[src/rtl/ray_video_pkg.sv]
// Shared video packing types: packer state, byte geometry and tkeep mask helper.
// No logic of its own; no latency or backpressure.
package ray_video_pkg;

    typedef enum logic {
        RUN   = 1'b0,
        FLUSH = 1'b1
    } pack_state_t;

    localparam int BYTES_PER_PIXEL = 3;
    localparam int BYTES_PER_WORD  = 4;

    // Low n lanes valid; n of 4 or more gives a full mask.
    function automatic logic [3:0] keep_from_count(input logic [2:0] n);
        logic [3:0] k;
        k = '0;
        for (int i = 0; i < BYTES_PER_WORD; i++) begin
            if (3'(i) < n) k[i] = 1'b1;
        end
        return k;
    endfunction

endpackage

[src/rtl/rgb_axis_packer_if.sv]
// Pixel input bundle and 32-bit AXI4-Stream output bundle.
// Pure wiring; backpressure carried by in_stream_ready / out_tready.
interface rgb_pix_if;
    logic       in_valid;
    logic [7:0] in_r;
    logic [7:0] in_g;
    logic [7:0] in_b;
    logic       in_sof;
    logic       in_eol;
    logic       in_stream_ready;

    modport master (output in_valid, in_r, in_g, in_b, in_sof, in_eol, input in_stream_ready);
    modport slave  (input in_valid, in_r, in_g, in_b, in_sof, in_eol, output in_stream_ready);
endinterface

interface rgb_axis_if #(parameter int DATA_W = 32);
    logic [DATA_W-1:0]   out_tdata;
    logic [DATA_W/8-1:0] out_tkeep;
    logic                out_tuser;
    logic                out_tlast;
    logic                out_tvalid;
    logic                out_tready;

    modport master (output out_tdata, out_tkeep, out_tuser, out_tlast, out_tvalid, input out_tready);
    modport slave  (input out_tdata, out_tkeep, out_tuser, out_tlast, out_tvalid, output out_tready);
endinterface

[src/rtl/axis_out_reg.sv]
// AXI-Stream output register: one word is visible 1 cycle after load.
// Word held while tvalid && !tready; ld_rdy allows consume and reload in one cycle.
module axis_out_reg #(
    parameter int DATA_W = 32
) (
    input  logic                aclk,
    input  logic                aresetn,
    input  logic                ld_vld,
    output logic                ld_rdy,
    input  logic [DATA_W-1:0]   ld_tdata,
    input  logic [DATA_W/8-1:0] ld_tkeep,
    input  logic                ld_tuser,
    input  logic                ld_tlast,
    rgb_axis_if.master          axis
);

    logic [DATA_W-1:0]   tdata_q;
    logic [DATA_W/8-1:0] tkeep_q;
    logic                tuser_q;
    logic                tlast_q;
    logic                tvalid_q;

    assign ld_rdy = !tvalid_q || axis.out_tready;

    always_ff @(posedge aclk or negedge aresetn) begin
        if (!aresetn) begin
            tdata_q  <= '0;
            tkeep_q  <= '0;
            tuser_q  <= 1'b0;
            tlast_q  <= 1'b0;
            tvalid_q <= 1'b0;
        end else if (ld_vld && ld_rdy) begin
            tdata_q  <= ld_tdata;
            tkeep_q  <= ld_tkeep;
            tuser_q  <= ld_tuser;
            tlast_q  <= ld_tlast;
            tvalid_q <= 1'b1;
        end else if (axis.out_tready) begin
            tvalid_q <= 1'b0;
        end
    end

    assign axis.out_tdata  = tdata_q;
    assign axis.out_tkeep  = tkeep_q;
    assign axis.out_tuser  = tuser_q;
    assign axis.out_tlast  = tlast_q;
    assign axis.out_tvalid = tvalid_q;

endmodule

[src/rtl/rgb_axis_packer.sv]
// Packs 24-bit RGB pixels byte-contiguously into 32-bit AXI-Stream words (4 px -> 3 words); 1-cycle latency.
// Stalls input while the output word is held, and for one cycle after an EOL that spills past one word.
module rgb_axis_packer
    import ray_video_pkg::*;
#(
    parameter int         DATA_W    = 32,
    parameter logic [7:0] FLUSH_PAD = 8'h00
) (
    input  logic       aclk,
    input  logic       aresetn,
    rgb_pix_if.slave   pix,
    rgb_axis_if.master axis,
    output logic       sof_misalign
);

    pack_state_t state_q, state_d;
    logic [1:0]  res_cnt_q, res_cnt_d;
    logic [23:0] res_dat_q, res_dat_d;
    logic        res_sof_q, res_sof_d;
    logic        mis_d;
    logic        rdy_en_q;

    logic        ld_vld, ld_rdy, ld_user, ld_last;
    logic [31:0] ld_dat;
    logic [3:0]  ld_keep;

    logic        accept;
    logic [1:0]  base_cnt;
    logic [23:0] base_dat;
    logic        base_sof;
    logic [47:0] cat;
    logic [2:0]  n;

    function automatic logic [31:0] pad_word(input logic [31:0] w, input logic [2:0] cnt);
        logic [31:0] r;
        r = w;
        for (int i = 0; i < BYTES_PER_WORD; i++) begin
            if (3'(i) >= cnt) r[i*8 +: 8] = FLUSH_PAD;
        end
        return r;
    endfunction

    assign pix.in_stream_ready = rdy_en_q && (state_q == RUN) && ld_rdy;
    assign accept              = pix.in_valid && pix.in_stream_ready;

    always_comb begin
        state_d   = state_q;
        res_cnt_d = res_cnt_q;
        res_dat_d = res_dat_q;
        res_sof_d = res_sof_q;
        mis_d     = sof_misalign;
        ld_vld    = 1'b0;
        ld_user   = 1'b0;
        ld_last   = 1'b0;
        ld_keep   = 4'hF;

        // An SOF pixel always restarts at lane 0, dropping any leftover bytes.
        if (pix.in_sof) begin
            base_cnt = 2'd0;
            base_dat = 24'd0;
            base_sof = 1'b1;
        end else begin
            base_cnt = res_cnt_q;
            base_dat = res_dat_q;
            base_sof = res_sof_q;
        end
        cat    = {24'd0, base_dat} | ({24'd0, pix.in_r, pix.in_g, pix.in_b} << {base_cnt, 3'b000});
        n      = {1'b0, base_cnt} + 3'(BYTES_PER_PIXEL);
        ld_dat = cat[31:0];

        if (state_q == FLUSH) begin
            ld_dat  = pad_word({8'd0, res_dat_q}, {1'b0, res_cnt_q});
            ld_keep = keep_from_count({1'b0, res_cnt_q});
            ld_last = 1'b1;
            if (ld_rdy) begin
                ld_vld    = 1'b1;
                state_d   = RUN;
                res_cnt_d = 2'd0;
                res_dat_d = 24'd0;
                res_sof_d = 1'b0;
            end
        end else if (accept) begin
            if (pix.in_sof && (res_cnt_q != 2'd0)) mis_d = 1'b1;
            ld_user = base_sof;
            if (pix.in_eol && (n <= 3'(BYTES_PER_WORD))) begin
                ld_vld    = 1'b1;
                ld_dat    = pad_word(cat[31:0], n);
                ld_keep   = keep_from_count(n);
                ld_last   = 1'b1;
                res_cnt_d = 2'd0;
                res_dat_d = 24'd0;
                res_sof_d = 1'b0;
            end else if (n >= 3'(BYTES_PER_WORD)) begin
                ld_vld    = 1'b1;
                res_cnt_d = 2'(n - 3'(BYTES_PER_WORD));
                res_dat_d = {8'd0, cat[47:32]};
                res_sof_d = 1'b0;
                if (pix.in_eol) state_d = FLUSH;
            end else begin
                res_cnt_d = n[1:0];
                res_dat_d = cat[23:0];
                res_sof_d = base_sof;
            end
        end
    end

    always_ff @(posedge aclk or negedge aresetn) begin
        if (!aresetn) begin
            state_q      <= RUN;
            res_cnt_q    <= 2'd0;
            res_dat_q    <= 24'd0;
            res_sof_q    <= 1'b0;
            sof_misalign <= 1'b0;
            rdy_en_q     <= 1'b0;
        end else begin
            state_q      <= state_d;
            res_cnt_q    <= res_cnt_d;
            res_dat_q    <= res_dat_d;
            res_sof_q    <= res_sof_d;
            sof_misalign <= mis_d;
            rdy_en_q     <= 1'b1;
        end
    end

    axis_out_reg #(.DATA_W(DATA_W)) u_out_reg (
        .aclk     (aclk),
        .aresetn  (aresetn),
        .ld_vld   (ld_vld),
        .ld_rdy   (ld_rdy),
        .ld_tdata (ld_dat),
        .ld_tkeep (ld_keep),
        .ld_tuser (ld_user),
        .ld_tlast (ld_last),
        .axis     (axis)
    );

endmodule
[src/flat_wrapper.sv]
// flat-port wrapper written by rule: the top's interface ports become plain ports
module rgb_axis_packer_flat import ray_video_pkg::*;
#(
    parameter int         DATA_W    = 32,
    parameter logic [7:0] FLUSH_PAD = 8'h00
)
  (aclk, aresetn, sof_misalign, pix_in_valid, pix_in_r, pix_in_g, pix_in_b, pix_in_sof, pix_in_eol, pix_in_stream_ready, axis_out_tdata, axis_out_tkeep, axis_out_tuser, axis_out_tlast, axis_out_tvalid, axis_out_tready);
  rgb_pix_if pix_i ();
  rgb_axis_if #(.DATA_W(DATA_W)) axis_i ();
  input  logic aclk;
  input  logic aresetn;
  output logic sof_misalign;
  input wire logic [$bits(pix_i.in_valid)-1:0] pix_in_valid;
  input wire logic [$bits(pix_i.in_r)-1:0] pix_in_r;
  input wire logic [$bits(pix_i.in_g)-1:0] pix_in_g;
  input wire logic [$bits(pix_i.in_b)-1:0] pix_in_b;
  input wire logic [$bits(pix_i.in_sof)-1:0] pix_in_sof;
  input wire logic [$bits(pix_i.in_eol)-1:0] pix_in_eol;
  output wire logic [$bits(pix_i.in_stream_ready)-1:0] pix_in_stream_ready;
  output wire logic [$bits(axis_i.out_tdata)-1:0] axis_out_tdata;
  output wire logic [$bits(axis_i.out_tkeep)-1:0] axis_out_tkeep;
  output wire logic [$bits(axis_i.out_tuser)-1:0] axis_out_tuser;
  output wire logic [$bits(axis_i.out_tlast)-1:0] axis_out_tlast;
  output wire logic [$bits(axis_i.out_tvalid)-1:0] axis_out_tvalid;
  input wire logic [$bits(axis_i.out_tready)-1:0] axis_out_tready;
  assign pix_i.in_valid = pix_in_valid;
  assign pix_i.in_r = pix_in_r;
  assign pix_i.in_g = pix_in_g;
  assign pix_i.in_b = pix_in_b;
  assign pix_i.in_sof = pix_in_sof;
  assign pix_i.in_eol = pix_in_eol;
  assign pix_in_stream_ready = pix_i.in_stream_ready;
  assign axis_out_tdata = axis_i.out_tdata;
  assign axis_out_tkeep = axis_i.out_tkeep;
  assign axis_out_tuser = axis_i.out_tuser;
  assign axis_out_tlast = axis_i.out_tlast;
  assign axis_out_tvalid = axis_i.out_tvalid;
  assign axis_i.out_tready = axis_out_tready;
  rgb_axis_packer #(.DATA_W(DATA_W), .FLUSH_PAD(FLUSH_PAD)) u_core (.aclk(aclk), .aresetn(aresetn), .pix(pix_i), .axis(axis_i), .sof_misalign(sof_misalign));
endmodule
[config.mk]
export PLATFORM = sky130hd
export DESIGN_NAME = rgb_axis_packer_flat
export DESIGN_NICKNAME = d
export VERILOG_FILES = /design/src/rtl/ray_video_pkg.sv /design/src/rtl/rgb_axis_packer_if.sv /design/src/rtl/axis_out_reg.sv /design/src/rtl/rgb_axis_packer.sv /design/src/flat_wrapper.sv
export SDC_FILE = /design/constraint.sdc
export NUM_CORES = 1
export LEC_CHECK = 0
export ABC_AREA = 1
export BUFFER_PORTS_ARGS = -buffer_cell sky130_fd_sc_hd__buf_2
export CORE_MARGIN = 1.5
export CORE_UTILIZATION = 58
export CTS_BUF_LIST = sky130_fd_sc_hd__clkbuf_4 sky130_fd_sc_hd__clkbuf_8 sky130_fd_sc_hd__clkbuf_16
export CTS_CLUSTER_DIAMETER = 60
export DETAILED_ROUTE_END_ITERATION = 7
export PLACE_DENSITY = 0.81
export SLEW_MARGIN = 20
export SYNTH_ARGS = -nofsm -noshare
export SYNTH_HDL_FRONTEND = slang
export SYNTH_HIERARCHICAL = 1
export SYNTH_SLANG_ARGS = --single-unit
[constraint.sdc]
create_clock -name aclk -period 3 [get_ports aclk]
set_input_delay 0.6 -clock aclk [delete_from_list [all_inputs] [get_ports aclk]]
set_output_delay 0.6 -clock aclk [all_outputs]
set_load 0.005 [all_outputs]
==> metrics.md, run 1 <==
| Metric | Value |
|---|---|
| Max-slew headroom | 61.89% |
| Async set or reset register ratio after synthesis | 100.0% |
| Count of cell types in the netlist | 29 |
| Drt wl/cell | 14.64 um |
| Fin. max-slew vios | 0 |
| Max Used Layer | met4 |
| Die ar. | 8339 um^2 |
| Total negative setup slack | 0 ns |
| Startpoint types | flip-flop |
| Status | finished, final reports clean |
| Part of the cycle the worst path needs | 84.74% |
| Max-cap viol count | 0 |
| Final Skew | 0.008386 ns |
| Register clock-pin slew on the reported worst setup and hold paths | 0.08 ns |
| Critical path class | reg -> reg |
| Register area share after synthesis | 38.16% |
| GPL Wtd Cong | 0.9257 |
| Most common cell on crit path | nand2_1 |
| Total GRT Usage | 32.49% |
| Number of synthesized flops with an enable pin | 0 |
| Wire length on met1 | 5.677 mm |
| Place WS | 0.4469 ns |
| Flops & latches, synth | 69 |
| Achievable frequency | 393.4 MHz |
| Via-to-Cell Ratio | 5.484 |
| CTS tree | done |
| Post-synth top area share | roughly two fifths |
| Synth Area per Inst | 6.408 um^2 |
| # DRC | 0 |
| Synth-to-layout area growth | 12.58% |
| IO buf count | 70 |
| HP Class | in -> async |
| Most common cell in the netlist | nand2_1 |
| CP max stage delay | 0.57 ns |
| Post-Syn Nets | 738 |
| Post-Syn Area | 4524 um^2 |
| CTS sink cnt | about 70 |
| Die height | 91.32 um |
| Worst Max-Slew Pin Slew | 0.5696 ns |
| CTS Buf Count | 9 |
| Clock latency on the worst-skew pair | 0.35 ns |
| DRT Pass-1 Iters | 5 |
| Starting Density | 59.16% |
| Critical Path AT | 2.79 ns |
| Antenna viol nets, final | 0 |
| Period minus WS final | 2.542 ns |
| First-pass GRT wire length | 21.33 mm |
| Cell types occupying the most area after synthesis | dfrtp_1, nand2_1, nand3_1, inv_1, nor2_1 |
| Initial antenna violation count | 0 |
| FP Rows | 32 |
| CP Max Fanout | 39 |
| Total wire length | 12.72 mm |
| Final net count | 794 |
| Via count | 4766 |
| Met3 wire length | 920 um |
| Cell count after synthesis | roughly 710 |
| Syn. warnings | 6 |
| Required time worst endpoint | 3.24 ns |
| Drt initial violations | 463 |
| Post-CTS setup buffers | 0 |
| Kind of end point of the critical path | flip-flop |
| Layout cells sized above 1 | around 16% |
| Clock Root Buffer | clkbuf_8 |
| Hold Vio Cnt, Final | 0 |
| Pin count of the biggest net entering global routing | 40 |
| PostCTS Resize Cnt | 0 |
| H-Tree Depth | 3 |
| ANT cells | 0 |
| Die Width | 91.32 um |
| Leakage | 3.048 nW |
| Synth area leader | dfrtp_1 |
| WL met2 | 5.830 mm |
| RSZ-0062 raised after global routing | no |
| Fin area | 5094 um^2 |
| Number of global-route vias before repair | 4436 |
| Pwr/cell area | 728.0 nW/um^2 |
| CP Cell Sequence | inv_2 > nand4_2 > nand2_1 > inv_2 > a31oi_2 > nand2_2 > buf_4 > nand2_1 > nand2_1 |
| Core area | 7647 um^2 |
| Setup ws final | between 0.4 and 0.5 ns |
| Top cells by count, synth | nand2_1, nand3_1, dfrtp_1 |
| Placed Area | 4875 um^2 |
| Worst VDD drop | 0.0003311 V |
| Cts hold-fix bufs | 0 |
| Crit path max-delay cell type | dfrtp_1 |
| IO Count | ~70 |
| Setup Viol. Count Final | 0 |
| DP Wirelength | 9.099 mm |
| Bufs on Longest Clock Path | 2 |
| Ys flop type | dfrtp_1 |
| Global route total overflow | 0 |
| Final total power | 3.708 mW |
layout make-up:
type | count | area [um^2]
Clock buffer | 10 | 131.4
Clock inverter | 6 | 87.58
Fill cell | 742 | 2554
Inverter | 62 | 235.2
Multi-Input combinational cell | 537 | 2337
Sequential cell | 69 | 1727
Tap cell | 102 | 127.6
Timing Repair Buffer | 83 | 447.9
metrics by stage:
step	utilization, %	cells	hold WS (ns)
after floorplan	-	706	0.3044
after global placement	63.74	853	0.4490
after detailed placement	63.74	853	0.4528
after CTS	66.61	869	0.2113
after global routing	66.61	869	0.2351
final	66.61	869	0.2020
cells by family after synthesis:
group,count (synthesis),share of synthesized area (%)
AOI/OAI and AO/OA,24,2.849
adders and majority gates,2,0.5530
buffers and inverters,100,10.32
DFF,69,38.16
other,1,0.08289
and+or+nand+nor,510,48.04
routing by layer:
layer	vias up	GRT usage, %
li1	2306	-
met1	2205	44.19
met2	225	51.00
met3	30	6.784
met4	0	11.85
met5	-	0
placed cells by master (no fill, tap or decap), types with 2 or more instances in the layout:
master,Yosys,final
nor2_1,44,44
o21ai_0,11,11
inv_2,4,4
ha_1,2,2
nand3_1,113,113
nor2_4,2,2
nand2_2,5,5
bufinv_16,0,2
and2_1,8,8
dfrtp_1,69,69
a21oi_1,9,9
nand4_1,8,8
buf_4,5,13
clkinv_4,0,2
inv_1,57,57
clkbuf_8,0,9
nand3_2,2,2
nor2_2,2,2
clkinv_2,0,2
nand2_1,323,323
buf_2,20,70
flip-flops by register name (all words and copies together) (netlist names):
name / flops
u_core/u_out_reg/axis.out_tuser: 1
u_core/res_sof_q: 1
u_core/state_q: 1
u_core/sof_misalign: 1
u_core/res_dat_q: 24
u_core/rdy_en_q: 1
u_core/res_cnt_q: 2
u_core/u_out_reg/axis.out_tvalid: 1
u_core/u_out_reg/axis.out_tlast: 1
u_core/u_out_reg/axis.out_tkeep: 4
u_core/u_out_reg/axis.out_tdata: 32
worst max-delay path: cells and delay by family (launching register included):
| family | cells | cell delay, ns |
|---|---|---|
| AOI/OAI and AO/OA | 1 | 0.25 |
| buffers and inverters | 3 | 0.94 |
| DFF | 1 | 0.57 |
| and+or+nand+nor | 5 | 0.66 |
final timing paths:
kind | start | cells after the start | to | slack, ns
max | u_core/state_q | 9 | u_core/u_out_reg/axis.out_tkeep[2] | 0.46
min | aresetn | 1 | u_core/rdy_en_q | 0.20
max reg2reg | u_core/state_q | 9 | u_core/u_out_reg/axis.out_tkeep[2] | 0.46
min reg2reg | u_core/u_out_reg/axis.out_tdata[24] | 2 | u_core/u_out_reg/axis.out_tdata[24] | 0.47
max in group asynchronous | aresetn | 2 | u_core/res_dat_q[15] | 2.02
min in group aclk | u_core/u_out_reg/axis.out_tdata[24] | 2 | u_core/u_out_reg/axis.out_tdata[24] | 0.47
report_power, final:
part	switching, mW	internal (mW)	total (mW)
registers	0.213	1.26	1.47
clock network	0.370	0.477	0.847
logic	0.854	0.536	1.39
(Power assumes the default switching activity.)
==> inputs of run 2 (changes only) <==
- CORE_UTILIZATION: 58 -> 52
- PLACE_DENSITY: 0.81 -> 0.77
- clock period: 3 -> 2.2 ns (I/O delays scaled with it)
==> metrics.md, run 2 (synthesis results as in run 1) <==
| Metric | Value |
|---|---|
| Status | finished, final reports clean |
| Clock Root Buffer | clkbuf_8 |
| Core area | 8341 um^2 (+9.1%) |
| Final net count | 799 (+0.63%) |
| Worst Max-Slew Pin Slew | 0.5891 ns (+0.01949 ns) |
| Synth-to-layout area growth | 15.18% |
| Internal power | 3.346 mW (+47%) |
| GPL Wtd Cong | 0.9793 (+5.8%) |
| Reg-to-Reg End | u_core/u_out_reg/axis.out_tdata[15] |
| Fin. max-slew vios | 0 (unchanged) |
| # DRC | 0 (unchanged) |
| Worst VDD drop | 0.0004398 V (+33%) |
| Switching share of power | 37.41% (-1.3 points) |
| Non-Filler Instances | 877 (+0.92%) |
| Combinational share of power | 36.2% (-1.3 points) |
| Kind of end point of the critical path | flip-flop |
| CP Max Fanout | 38 (-2.6%) |
| Most common cell after layout, fill and taps aside | nand2_1 |
| Drt wl/cell | 14.73 um (+0.63%) |
| Post-CTS setup buffers | 0 (unchanged) |
| Pwr/cell area | 1026 nW/um^2 (+41%) |
| CTS tree | done |
| Largest register FFs | 32 (unchanged) |
| Die ar. | 9269 um^2 (+11%) |
| DRT Pass-1 Iters | 5 (unchanged) |
| First-pass GRT wire length | 20.96 mm (-1.7%) |
| Number of global-route vias before repair | 4184 (-5.7%) |
| Clock latency on the worst-skew pair | 0.35 ns (about the same) |
| ANT cells | 0 (unchanged) |
| Startpoint types | flip-flop |
| Bufs on Longest Clock Path | 2 (unchanged) |
| Flop pwr share | 37.3% (-2.4 points) |
| IO buf count | 70 (unchanged) |
| FF-to-FF Start | u_core/u_out_reg/axis.out_tvalid |
| Leakage | 3.102 nW (+1.8%) |
| Starting Density | 54.25% (-4.9 points) |
| Pin count of the biggest net entering global routing | 70 (+75%) |
| FF-to-FF path depth | 8 (-1) |
| Total negative setup slack | 0 ns (unchanged) |
| FP Rows | 33 (+3.1%) |
| Hold Vio Cnt, Final | 0 (unchanged) |
| Die Width | 96.28 um (+5.4%) |
| Total GRT Usage | 30.02% (-2.5 points) |
| Part of the cycle the worst path needs | 87.56% (+2.8 points) |
| CTS sink cnt | 69 (unchanged) |
| Total wire length | 12.92 mm (+1.6%) |
| Antenna viol nets, final | 0 (unchanged) |
| Die height | 96.28 um (+5.4%) |
| Critical path class | reg -> reg |
| Max-cap viol count | 0 (unchanged) |
| HP Class | in -> async |
| Inst Count DP | 861 (+0.94%) |
| Register clock-pin slew on the reported worst setup and hold paths | 0.09 ns (about the same) |
| Final Skew | 0.01088 ns (+0.002490 ns) |
| Fin util | 62.48% (-4.1 points) |
| Layout cells sized above 1 | 16.19% (+0.55 points) |
| Placed Area | 4941 um^2 (+1.4%) |
| CTS Buf Count | 9 (unchanged) |
| IO Count | 71 (unchanged) |
| Period minus WS final | 1.926 ns (-0.6158 ns) |
| Worst reg-to-reg setup slack | 0.27 ns (-0.18 ns) |
| Max-slew headroom | 60.58% (-1.3 points) |
| H-Tree Depth | 3 (unchanged) |
| Global route total overflow | 0 (unchanged) |
| Critical Path AT | 2.22 ns (-0.57 ns) |
| Cts hold-fix bufs | 0 (unchanged) |
| Drt initial violations | 512 (+11%) |
| PostCTS Resize Cnt | 0 (unchanged) |
| Fin area | 5211 um^2 (+2.3%) |
| Achievable frequency | 519.1 MHz (+32%) |
| Initial antenna violation count | 0 (unchanged) |
| Setup Viol. Count Final | 0 (unchanged) |
| RSZ-0062 raised after global routing | no |
| Clock Power Share | 26.5% (+3.6 points) |
| DP Wirelength | 9.042 mm (-0.63%) |
| Commonest non-fill, non-tap cells in the layout | nand2_1, nand3_1, buf_2 |
| Via count | 4736 (-0.63%) |
| P_sw | 2.000 mW (+39%) |
| Via-to-Cell Ratio | 5.400 (-1.5%) |
| Required time worst endpoint | 2.49 ns (-0.75 ns) |
run 2: cell count changes in the layout (fill, tap and decap cells not counted), sizes merged:
cell | previous run | this run
bufinv | 2 | 4
buf | 83 | 88
inv | 62 | 63
clkbuf | 10 | 9
clkinv | 4 | 2
run 2: final cells by class:
class | count | area, um^2
clock buffer | 9 | 123.9
clock inverter | 7 | 146.4
inverter | 62 | 235.2
tap | 105 | 131.4
fill | 832 | 3129
timing repair buffer | 88 | 510.5
sequential | 69 | 1727
multi-input combinational | 537 | 2337
run 2: through the flow:
| stage | power (mW) | setup slack, ns | hold WS, ns |
|---|---|---|---|
| 2_1_floorplan | 3.221 | 0.04670 | 0.1444 |
| 3_3_place_gp | 3.867 | 0.2431 | 0.4506 |
| 3_5_place_dp | 3.933 | 0.1708 | 0.4539 |
| 4_1_cts | 5.356 | 0.2981 | 0.1136 |
| 5_1_grt | 5.771 | 0.09911 | 0.1390 |
| 6_report | 5.346 | 0.2737 | 0.09248 |
run 2: worst max path at each step:
stage / cells past startpoint / from / to
floorplan: 13 / axis_out_tready / u_core/u_out_reg/axis.out_tdata[18]
global placement: 11 / axis_out_tready / u_core/u_out_reg/axis.out_tdata[10]
detailed placement: 10 / axis_out_tready / u_core/u_out_reg/axis.out_tdata[12]
CTS: 5 / u_core/state_q / pix_in_stream_ready
global route: 8 / u_core/u_out_reg/axis.out_tvalid / u_core/u_out_reg/axis.out_tdata[30]
finish: 8 / u_core/u_out_reg/axis.out_tvalid / u_core/u_out_reg/axis.out_tdata[15]
run 2: critical path, cell delays in order, from the launching register on:
cell	delay [ns]
dfrtp_1	0.39
nand2_2	0.13
nand4_2	0.11
nand2_1	0.18
inv_2	0.19
a31oi_2	0.22
buf_4	0.39
nand3_1	0.12
nand2_1	0.11
run 2: power groups by stage:
stage          combinational [mW]  clock, mW  sequential [mW]
6_report                     1.94       1.42             2.00
5_1_grt                      2.22       1.50             2.06
4_1_cts                      1.93       1.43             1.99
3_5_place_dp                 1.92          0             2.01
3_3_place_gp                 1.87          0             1.99
2_1_floorplan                1.22          0             2.01
run 2: metal layers:
metal  up-vias  wire length [um]  GRT usage, %
li1       2316                 -             -
met1      2167              5591         41.82
met2       229              5964         47.18
met3        24              1123         5.529
met4         0               243         8.946
met5         -                 0             0
